<file path="config.mk">
export PLATFORM = sky130hd
export DESIGN_NAME = msadc_spi_link_flat
export DESIGN_NICKNAME = d
export VERILOG_FILES = /design/src/rtl/msadc_spi_link_if.sv /design/src/rtl/msadc_spi_link.sv /design/src/flat_wrapper.sv
export SDC_FILE = /design/constraint.sdc
export NUM_CORES = 1
export LEC_CHECK = 0
export BUFFER_PORTS_ARGS = -buffer_cell sky130_fd_sc_hd__buf_2
export CAP_MARGIN = 15
export CORE_ASPECT_RATIO = 0.5
export CORE_UTILIZATION = 60
export CTS_BUF_LIST = sky130_fd_sc_hd__clkbuf_4 sky130_fd_sc_hd__clkbuf_8 sky130_fd_sc_hd__clkbuf_16
export DETAILED_ROUTE_END_ITERATION = 10
export GPL_ROUTABILITY_DRIVEN = 0
export PLACE_DENSITY = 0.79
export SETUP_SLACK_MARGIN = 0.15
export SLEW_MARGIN = 10
export SYNTH_ARGS = -nofsm -noshare
export SYNTH_HDL_FRONTEND = slang
export SYNTH_SLANG_ARGS = --single-unit
</file>
<file path="constraint.sdc">
create_clock -name clk -period 7.6 [get_ports clk]
set_clock_uncertainty 0.15 [all_clocks]
set_input_delay 1.14 -clock clk [delete_from_list [all_inputs] [get_ports clk]]
set_output_delay 1.14 -clock clk [all_outputs]
set_load 0.005 [all_outputs]
</file>
<file path="src/rtl/msadc_spi_link_if.sv">
// Bus bundle for msadc_spi_link: SPI slave pins, result-frame handshake and config word output.
interface msadc_spi_link_if #(
    parameter int WORD_W  = 32,
    parameter int N_WORDS = 7
);
    logic                          sck;
    logic                          cs;
    logic                          mosi;
    logic                          miso;
    logic [(N_WORDS-1)*WORD_W-1:0] res_data;
    logic                          res_valid;
    logic                          res_ready;
    logic [WORD_W-1:0]             cfg_data;
    logic                          cfg_valid;

    modport master (
        output sck, cs, mosi, res_data, res_valid,
        input  miso, res_ready, cfg_data, cfg_valid
    );

    modport slave (
        input  sck, cs, mosi, res_data, res_valid,
        output miso, res_ready, cfg_data, cfg_valid
    );
endinterface

</file>
<file path="src/rtl/msadc_spi_link.sv">
// SPI slave that streams buffered ADC result frames (status word + data words) and captures a config word.
// Optional feature: define MSADC_SPI_CRC_EN to append a CRC-8 (poly 0x07) after the data words.
module msadc_spi_link #(
    parameter int WORD_W     = 32,
    parameter int N_WORDS    = 7,
    parameter int FIFO_DEPTH = 4
) (
    input  logic             clk,
    input  logic             rst,
    msadc_spi_link_if.slave  bus
);
    localparam int DATA_LEN = N_WORDS * WORD_W;
    localparam int RES_W    = (N_WORDS - 1) * WORD_W;
`ifdef MSADC_SPI_CRC_EN
    localparam int FRAME_LEN = DATA_LEN + 8;
`else
    localparam int FRAME_LEN = DATA_LEN;
`endif
    localparam int CNT_W = $clog2(FRAME_LEN + 1);
    localparam int PTR_W = $clog2(FIFO_DEPTH);
    localparam int LVL_W = $clog2(FIFO_DEPTH + 1);

    localparam logic [CNT_W-1:0] FRAME_LEN_C = CNT_W'(FRAME_LEN);
    localparam logic [CNT_W-1:0] WORD_W_C    = CNT_W'(WORD_W);
    localparam logic [LVL_W-1:0] DEPTH_C     = LVL_W'(FIFO_DEPTH);
`ifdef MSADC_SPI_CRC_EN
    localparam logic [CNT_W-1:0] DATA_LEN_C  = CNT_W'(DATA_LEN);

    function automatic logic [7:0] crc8_step(input logic [7:0] crc, input logic din);
        logic fb;
        fb = crc[7] ^ din;
        return {crc[6:0], 1'b0} ^ (fb ? 8'h07 : 8'h00);
    endfunction
`endif

    typedef enum logic [1:0] {
        ST_IDLE  = 2'd0,
        ST_LOAD  = 2'd1,
        ST_SHIFT = 2'd2,
        ST_DONE  = 2'd3
    } state_t;

    logic [2:0]          r_sck_sync;
    logic [2:0]          r_cs_sync;
    logic [1:0]          r_mosi_sync;
    state_t              r_state;
    logic [CNT_W-1:0]    r_bit_cnt;
    logic [DATA_LEN-1:0] r_tx;
    logic [WORD_W-1:0]   r_rx;
    logic [WORD_W-1:0]   r_cfg_data;
    logic                r_cfg_valid;
`ifdef MSADC_SPI_CRC_EN
    logic [7:0]          r_crc;
`endif
    logic [RES_W-1:0]    r_mem [FIFO_DEPTH];
    logic [PTR_W-1:0]    r_wr_ptr;
    logic [PTR_W-1:0]    r_rd_ptr;
    logic [LVL_W-1:0]    r_count;
    logic                r_ovf;
    logic                r_res_ready;

    logic                w_sck_rise;
    logic                w_sck_fall;
    logic                w_cs_fall;
    logic                w_cs_rise;
    logic                w_nonempty;
    logic                w_push;
    logic                w_commit;
    logic                w_pop;
    logic [LVL_W-1:0]    w_count_next;
    logic [WORD_W-1:0]   w_status;
    logic [DATA_LEN-1:0] w_frame;

    // Synchronisers; reset to 0 so a cs held low across reset never looks like a fresh falling edge.
    always_ff @(posedge clk) begin
        if (rst) begin
            r_sck_sync  <= 3'b000;
            r_cs_sync   <= 3'b000;
            r_mosi_sync <= 2'b00;
        end else begin
            r_sck_sync  <= {r_sck_sync[1:0], bus.sck};
            r_cs_sync   <= {r_cs_sync[1:0], bus.cs};
            r_mosi_sync <= {r_mosi_sync[0], bus.mosi};
        end
    end

    // Edge strobes, frame image and FIFO bookkeeping terms.
    always_comb begin
        w_sck_rise         = r_sck_sync[1] & ~r_sck_sync[2];
        w_sck_fall         = ~r_sck_sync[1] & r_sck_sync[2];
        w_cs_fall          = ~r_cs_sync[1] & r_cs_sync[2];
        w_cs_rise          = r_cs_sync[1] & ~r_cs_sync[2];
        w_nonempty         = (r_count != '0);
        w_push             = bus.res_valid & r_res_ready;
        w_commit           = (r_state == ST_DONE) && (r_bit_cnt == FRAME_LEN_C);
        w_pop              = w_commit & w_nonempty;
        w_count_next       = r_count + LVL_W'(w_push) - LVL_W'(w_pop);
        w_status           = '0;
        w_status[WORD_W-1] = w_nonempty;
        w_status[WORD_W-2] = r_ovf;
        w_status[4:0]      = 5'(r_count);
        w_frame            = {w_status, (w_nonempty ? r_mem[r_rd_ptr] : {RES_W{1'b0}})};
    end

    // Frame FSM: LOAD snapshots the head, SHIFT moves bits, DONE commits or abandons the frame.
    always_ff @(posedge clk) begin
        if (rst) begin
            r_state     <= ST_IDLE;
            r_bit_cnt   <= '0;
            r_tx        <= '0;
            r_rx        <= '0;
            r_cfg_data  <= '0;
            r_cfg_valid <= 1'b0;
`ifdef MSADC_SPI_CRC_EN
            r_crc       <= 8'h00;
`endif
        end else begin
            r_cfg_valid <= 1'b0;
            case (r_state)
                ST_IDLE: begin
                    if (w_cs_fall) begin
                        r_state <= ST_LOAD;
                    end
                end
                ST_LOAD: begin
                    r_tx      <= w_frame;
                    r_bit_cnt <= '0;
                    r_rx      <= '0;
`ifdef MSADC_SPI_CRC_EN
                    r_crc     <= 8'h00;
`endif
                    r_state   <= ST_SHIFT;
                end
                ST_SHIFT: begin
                    if (w_sck_rise && (r_bit_cnt != FRAME_LEN_C)) begin
                        r_bit_cnt <= r_bit_cnt + CNT_W'(1);
                        if (r_bit_cnt < WORD_W_C) begin
                            r_rx <= {r_rx[WORD_W-2:0], r_mosi_sync[1]};
                        end
`ifdef MSADC_SPI_CRC_EN
                        if (r_bit_cnt < DATA_LEN_C) begin
                            r_crc <= crc8_step(r_crc, r_tx[DATA_LEN-1]);
                        end
`endif
                    end
                    // Zero fill keeps miso low once the frame has been exhausted.
                    if (w_sck_fall) begin
`ifdef MSADC_SPI_CRC_EN
                        if (r_bit_cnt == DATA_LEN_C) begin
                            r_tx <= {r_crc, {(DATA_LEN-8){1'b0}}};
                        end else begin
                            r_tx <= {r_tx[DATA_LEN-2:0], 1'b0};
                        end
`else
                        r_tx <= {r_tx[DATA_LEN-2:0], 1'b0};
`endif
                    end
                    if (w_cs_rise) begin
                        r_state <= ST_DONE;
                    end
                end
                ST_DONE: begin
                    if (r_bit_cnt >= WORD_W_C) begin
                        r_cfg_data  <= r_rx;
                        r_cfg_valid <= 1'b1;
                    end
                    r_tx      <= '0;
                    r_bit_cnt <= '0;
                    r_state   <= ST_IDLE;
                end
                default: begin
                    r_state <= ST_IDLE;
                end
            endcase
        end
    end

    // Result FIFO pointers, level, overflow sticky and registered ready.
    always_ff @(posedge clk) begin
        if (rst) begin
            r_wr_ptr    <= '0;
            r_rd_ptr    <= '0;
            r_count     <= '0;
            r_ovf       <= 1'b0;
            r_res_ready <= 1'b1;
        end else begin
            if (w_push) begin
                r_wr_ptr <= r_wr_ptr + PTR_W'(1);
            end
            if (w_pop) begin
                r_rd_ptr <= r_rd_ptr + PTR_W'(1);
            end
            r_count     <= w_count_next;
            r_res_ready <= (w_count_next != DEPTH_C);
            if (bus.res_valid && !r_res_ready) begin
                r_ovf <= 1'b1;
            end else if (w_commit) begin
                r_ovf <= 1'b0;
            end
        end
    end

    // FIFO storage write port.
    always_ff @(posedge clk) begin
        if (w_push) begin
            r_mem[r_wr_ptr] <= bus.res_data;
        end
    end

    assign bus.miso      = r_tx[DATA_LEN-1];
    assign bus.res_ready = r_res_ready;
    assign bus.cfg_data  = r_cfg_data;
    assign bus.cfg_valid = r_cfg_valid;
endmodule

</file>
<file path="src/flat_wrapper.sv">
// flat-port wrapper written by rule: the top's interface ports become plain ports
module msadc_spi_link_flat 
#(
    parameter int WORD_W     = 32,
    parameter int N_WORDS    = 7,
    parameter int FIFO_DEPTH = 4
)
  (clk, rst, bus_sck, bus_cs, bus_mosi, bus_res_data, bus_res_valid, bus_miso, bus_res_ready, bus_cfg_data, bus_cfg_valid);
  msadc_spi_link_if #(.WORD_W(WORD_W), .N_WORDS(N_WORDS)) bus_i ();
  input  logic clk;
  input  logic rst;
  input wire logic [$bits(bus_i.sck)-1:0] bus_sck;
  input wire logic [$bits(bus_i.cs)-1:0] bus_cs;
  input wire logic [$bits(bus_i.mosi)-1:0] bus_mosi;
  input wire logic [$bits(bus_i.res_data)-1:0] bus_res_data;
  input wire logic [$bits(bus_i.res_valid)-1:0] bus_res_valid;
  output wire logic [$bits(bus_i.miso)-1:0] bus_miso;
  output wire logic [$bits(bus_i.res_ready)-1:0] bus_res_ready;
  output wire logic [$bits(bus_i.cfg_data)-1:0] bus_cfg_data;
  output wire logic [$bits(bus_i.cfg_valid)-1:0] bus_cfg_valid;
  assign bus_i.sck = bus_sck;
  assign bus_i.cs = bus_cs;
  assign bus_i.mosi = bus_mosi;
  assign bus_i.res_data = bus_res_data;
  assign bus_i.res_valid = bus_res_valid;
  assign bus_miso = bus_i.miso;
  assign bus_res_ready = bus_i.res_ready;
  assign bus_cfg_data = bus_i.cfg_data;
  assign bus_cfg_valid = bus_i.cfg_valid;
  msadc_spi_link #(.WORD_W(WORD_W), .N_WORDS(N_WORDS), .FIFO_DEPTH(FIFO_DEPTH)) u_core (.clk(clk), .rst(rst), .bus(bus_i));
endmodule
</file>
# Word level (Yosys, flattened, before mapping)
# Memory sizes are Yosys's and may differ from the RTL's. A register that Yosys moved wholly into a read port is not among the register bits.
# Cells that the tools add are included.
# word_totals
ff_bits,316
ram_bits,768
wordCells,79
mem_count,1
# classes
add_sub_neg,5
n_lt_le_gt_ge,2
n_eq_ne,11
n_mux,18
bitwise_logic,11
reduce_logical,17
# memory_table
name,words,width,read_ports,rd_clocked_by_memory_dff,wr,line,rtl
u_core.r_mem,4,192,1,1,1,msadc_spi_link.sv:55,logic [RES_W-1:0] r_mem [FIFO_DEPTH];
# ops
operator,n
$pmux 224 s3,1
$mux 224,1
$mux 192,1
$mux 32,2
$pmux 32 s2,1
$pmux 8 s2,1
$ne 2x1->1 const B,5
$add 8x1->8 const B,1
$eq 8x8->1 const B,1
$ge 8x6->1 const B,1
$lt 8x6->1 const B,1
$mux 2,4
$mux 8,1
$ne 8x8->1 const B,1
$pmux 2 s4,1
$reduce_and 2->1,4
$and 1x1->1,6
$reduce_bool 2->1,3
$reduce_bool 3->1,2
$mux 1,5
$not 1->1,5
$add 2x1->2 const B,2
$eq 2x2->1 const B,2
$reduce_or 2->1,2
8 further kinds,10

# Logic depth before layout (Yosys ltp)
# depth
ltp_word,5
ltp_mapped,12
mapped_depth_nobuf,12

# Least setup slack after synthesis
# No wires, ideal clock.
# synth_timing
kind,input to register
startpoint,input bus_res_valid
endpoint,memory u_core.r_mem[0][0] in the netlist's numbering (enable)
setup_time_ps,577
arrival_ps,5581
path_slack_ps,1292
cell_stages,1
cell_sequence,and3_1
# synth_between
elab_chain_len,3
# synth_rtl
item,line,rtl
start: declaration,flat_wrapper.sv:16,input wire logic [$bits(bus_i.res_valid)-1:0] bus_res_valid;
$and 1x1->1,msadc_spi_link.sv:94,w_push = bus.res_valid & r_res_ready;
$mux 1,msadc_spi_link.sv:205,if (w_push) begin
$mux 1 (implied by the code),msadc_spi_link.sv:206,r_mem[r_wr_ptr] <= bus.res_data;
end: declaration,msadc_spi_link.sv:55,
# Every way passes these cells.

# Worst setup path in the final report
# layout_timing
startpoint,register u_core.r_state[0]
endpoint,register u_core.r_tx[66]
# layout_between
elab_chain_len,3
word_cells_on_any_way,7
classes_between,eq/ne (4); mux (1); reduce/logical (2)
# layout_rtl
item,line,rtl
start: declaration,msadc_spi_link.sv:46,state_t r_state;
start signal: assignment,msadc_spi_link.sv:108,r_state <= ST_IDLE;
start signal: assignment,msadc_spi_link.sv:122,r_state <= ST_LOAD;
start signal: assignment,msadc_spi_link.sv:132,r_state <= ST_SHIFT;
$eq 2x2->1 or $eq 2x1->1 (tied branches),msadc_spi_link.sv:119,case (r_state)
$ne 2x1->1 (no source line) or $reduce_bool 3->1 (tied branches),n/a,
$reduce_and 2->1 (no source line),n/a,
end signal: assignment,msadc_spi_link.sv:126,r_tx <= w_frame;
end signal: assignment,msadc_spi_link.sv:155,"r_tx <= {r_tx[DATA_LEN-2:0], 1'b0};"
end: declaration,msadc_spi_link.sv:48,logic [DATA_LEN-1:0] r_tx;
# Parallel ways exist; a longest one is shown, timed or not.
# A chain may end at the register's enable or synchronous reset.

==> impl_metrics.tcl <==
set metrics [dict create \
    die-area_sq_mm 0.0671 \
    syn_inst 2231 \
    reg2reg_depth 8 \
    place_hpwl_um 40100 \
    synth_nets 2442 \
    pwr-share-clk_pct 36.2 \
    p_int_mw 9.88 \
    cap_violations 0 \
    drive_gt1_share_pct 25.0 \
    ys_warn_count 0 \
    cts.sinks 1086 \
    avgViaCountPerCell 6.31 \
    postCtsSetupBuffers 0 \
    crit_path_cell_trace "inv_1 > ha_2 > nand2_1 > nor2_4 > buf_4 > buf_12 > a222oi_1 > nor2_1" \
    path_class "flop to flop" \
    dpl_worst_slack_ps 3980 \
    netlist_area_sq_mm 0.0396 \
    hold_viol 0 \
    rows 66 \
    worst_pin_slew_ps 1180 \
    ant_nets 0 \
    cp.arrival_ps 4160 \
    drt-total-wl_um 78000 \
    setup_viol 0 \
    cts_max_path_buffers 3 \
    ys_seq_elements 1086 \
    nets 2609 \
    status "complete, no violations" \
    first_pass_iters 7 \
    fin_crit_sh_pct 49.3 \
    cts_tree "done" \
    grt_max_degree 220 \
    groute.usage.overall_pct 23.4 \
    synth_edf_count 768 \
    grt_pass1_vias 21200 \
    avgSynthCellArea_sq_um 17.8 \
    slew_headroom_pct 21.4 \
    postCtsHoldBufs 0 \
    slowest_stage "ha_2" \
    fp.dieW_um 365 \
    cts_buffers 87 \
    cts_resized 0 \
    worstSetupStartpointType "flop" \
    synthArstFlopShare_pct 0 \
    p_per_area_mw_per_mm2 292 \
    vias 21400 \
    whs_ps 279 \
    grt_pass1_wl_um 120000 \
    core_area_sq_mm 0.0652 \
    period_minus_slack_ps 3740 \
    power.switching_mw 3.04 \
    cp.required_ps 8020 \
    reg2reg_slack_ps 3860 \
    fin_tns_setup_ps 0 \
    yosysUniqueCellTypes 49 \
    crit_end "u_core.r_tx[66]" \
    start_util_pct 60.8 \
    p_sw_share_pct 23.5 \
    fmax_ghz 0.267 \
    io_buffer_count 232 \
    crit_start "u_core.r_state[0]" \
    fin_ws_ps 3860 \
    r2r_end "u_core.r_tx[66]" \
    rsz0062_at_grt "no" \
    insertion_delay_ps 660 \
    seq_power_share_pct 54.0 \
    grt-busiest-layer "met2" \
    leakage_nw 14.4 \
    drt_iter0_markers 3162 \
    cts_root_buffer "clkbuf_16" \
    drc 0 \
    syn_to_final_growth_pct 11.6 \
    final_common_cell "edfxtp_1" \
    path_clk_slew_ps 70 \
    use_met2_pct 38.9 \
    use_met3_pct 3.80 \
    hp-start "u_core.r_cs_sync[0]" \
    max-vdd-ir-drop_mv 0.315 \
    crit_fanout 170 \
    synth_top_flop_cell "edfxtp_1" \
    antenna_found_initial 29 \
    cp_slowest_stage_delay_ps 900 \
    avgRoutedWirePerCell_um 23.0 \
    grt_use_met1_pct 30.8 \
    grt.overflow.total 0 \
    combPwrFrac_pct 9.7 \
    final_max_slew_viol_count 0 \
    ys_seq_area_share_pct 74.3 \
    hold_path_class "flop to flop" \
    die_h_um 184 \
    layout_common_cells "edfxtp_1, dfxtp_1, nor2_1, buf_2, mux4_2" \
    ios 233 \
    r2r_start "u_core.r_state[0]" \
    critPathCaptureType "flop" \
    htreeDepth 3 \
]
[per-layer routing]
layer | part of all wire, % | wire length, um
met5 | 0 | 0
met4 | 2.9 | 2290
met3 | 6.1 | 4780
met2 | 52 | 40300
met1 | 39 | 30700
[state kept, by name, summed over array words and instances (netlist names), 3 cells and up, named ones only]
signal,cells
u_core.r_tx,224
u_core.r_rx,32
u_core.r_mem,768
u_core.r_cs_sync,3
u_core.r_count,3
u_core.bus.cfg_data,32
u_core.r_bit_cnt,8
u_core.r_sck_sync,3
[Yosys cell counts, drive strengths merged, types with 2 or more instances]
cell,instances,area [sq um]
edfxtp,768,23100
dfxtp,318,6370
nor2,236,888
mux4,192,4320
a222oi,191,1910
clkbuf,111,417
nand2,74,278
a21oi,72,360
buf,65,624
o21ai,35,179
nand4,34,213
a22oi,29,218
ha,12,150
inv,12,45.0
nor2b,12,75.1
nor3,11,55.1
and3,7,43.8
nand3,7,35.0
nand2b,5,31.3
or3,5,31.3
xnor2,4,35.0
a211oi,3,22.5
a311oi,3,26.3
nor3b,3,22.5
a31oi,2,12.5
o21a,2,15.0
o311a,2,20.0
[final cells by class]
class,count,area [sq um]
clock buffer,128,2620
clock inverter,34,365
sequential,1086,29400
antenna,30,75.1
multi-input combinational,957,9140
fill,4106,21000
inverter,12,45.0
tap,884,1110
timing repair buffer,254,1410
[how the worst min path moves through the flow]
stage	endpoint	slack, ps	cells after the start
after floorplan	u_core.r_cs_sync[1]	260	1
after global placement	u_core.r_mosi_sync[1]	270	1
after detailed placement	u_core.r_mosi_sync[1]	280	1
after CTS	u_core.r_cs_sync[1]	280	1
after global routing	u_core.r_cs_sync[1]	310	1
final	u_core.r_cs_sync[1]	280	1
[power groups by stage]
| stage | clock (mW) | combinational, mW | sequential, mW |
|---|---|---|---|
| final | 4.68 | 1.26 | 6.98 |
| after global placement | 0 | 1.19 | 7.07 |
| after CTS | 4.75 | 1.26 | 6.98 |
| after floorplan | 0 | 0.884 | 7.11 |
| after detailed placement | 0 | 1.24 | 7.10 |
| after global routing | 4.97 | 1.37 | 7.02 |
[through the flow]
| stage | std cells | instance area (sq um) | util (%) | power [mW] |
|---|---|---|---|---|
| 6_report | 3385 | 44200 | 67.8 | 12.9 |
| 5_1_grt | 3383 | 44200 | 67.8 | 13.4 |
| 4_1_cts | 3355 | 44100 | 67.7 | 13.0 |
| 3_5_place_dp | 3193 | 41100 | 63.1 | 8.34 |
| 3_3_place_gp | 3193 | 41100 | 63.1 | 8.26 |
| 2_1_floorplan | 2231 | 39600 | - | 7.99 |
[worst max-delay path: cells and delay by family, from the launching register on]
kind,cells,cell delay (ps)
buf+inv,3,1240
fa+ha+maj,1,900
flops,1,360
simple gates,3,550
compound gates,1,290
[logic make-up after synthesis]
family	share of synthesized area [%]
flip-flops	74.3
AND/OR/NAND/NOR	4.35
AO/OA/AOI/OAI	7.15
multiplexers	10.9
buffers and inverters	2.74
adder cells (fa/ha/maj)	0.430
XOR/XNOR	0.111
(Power assumes the default switching activity.)
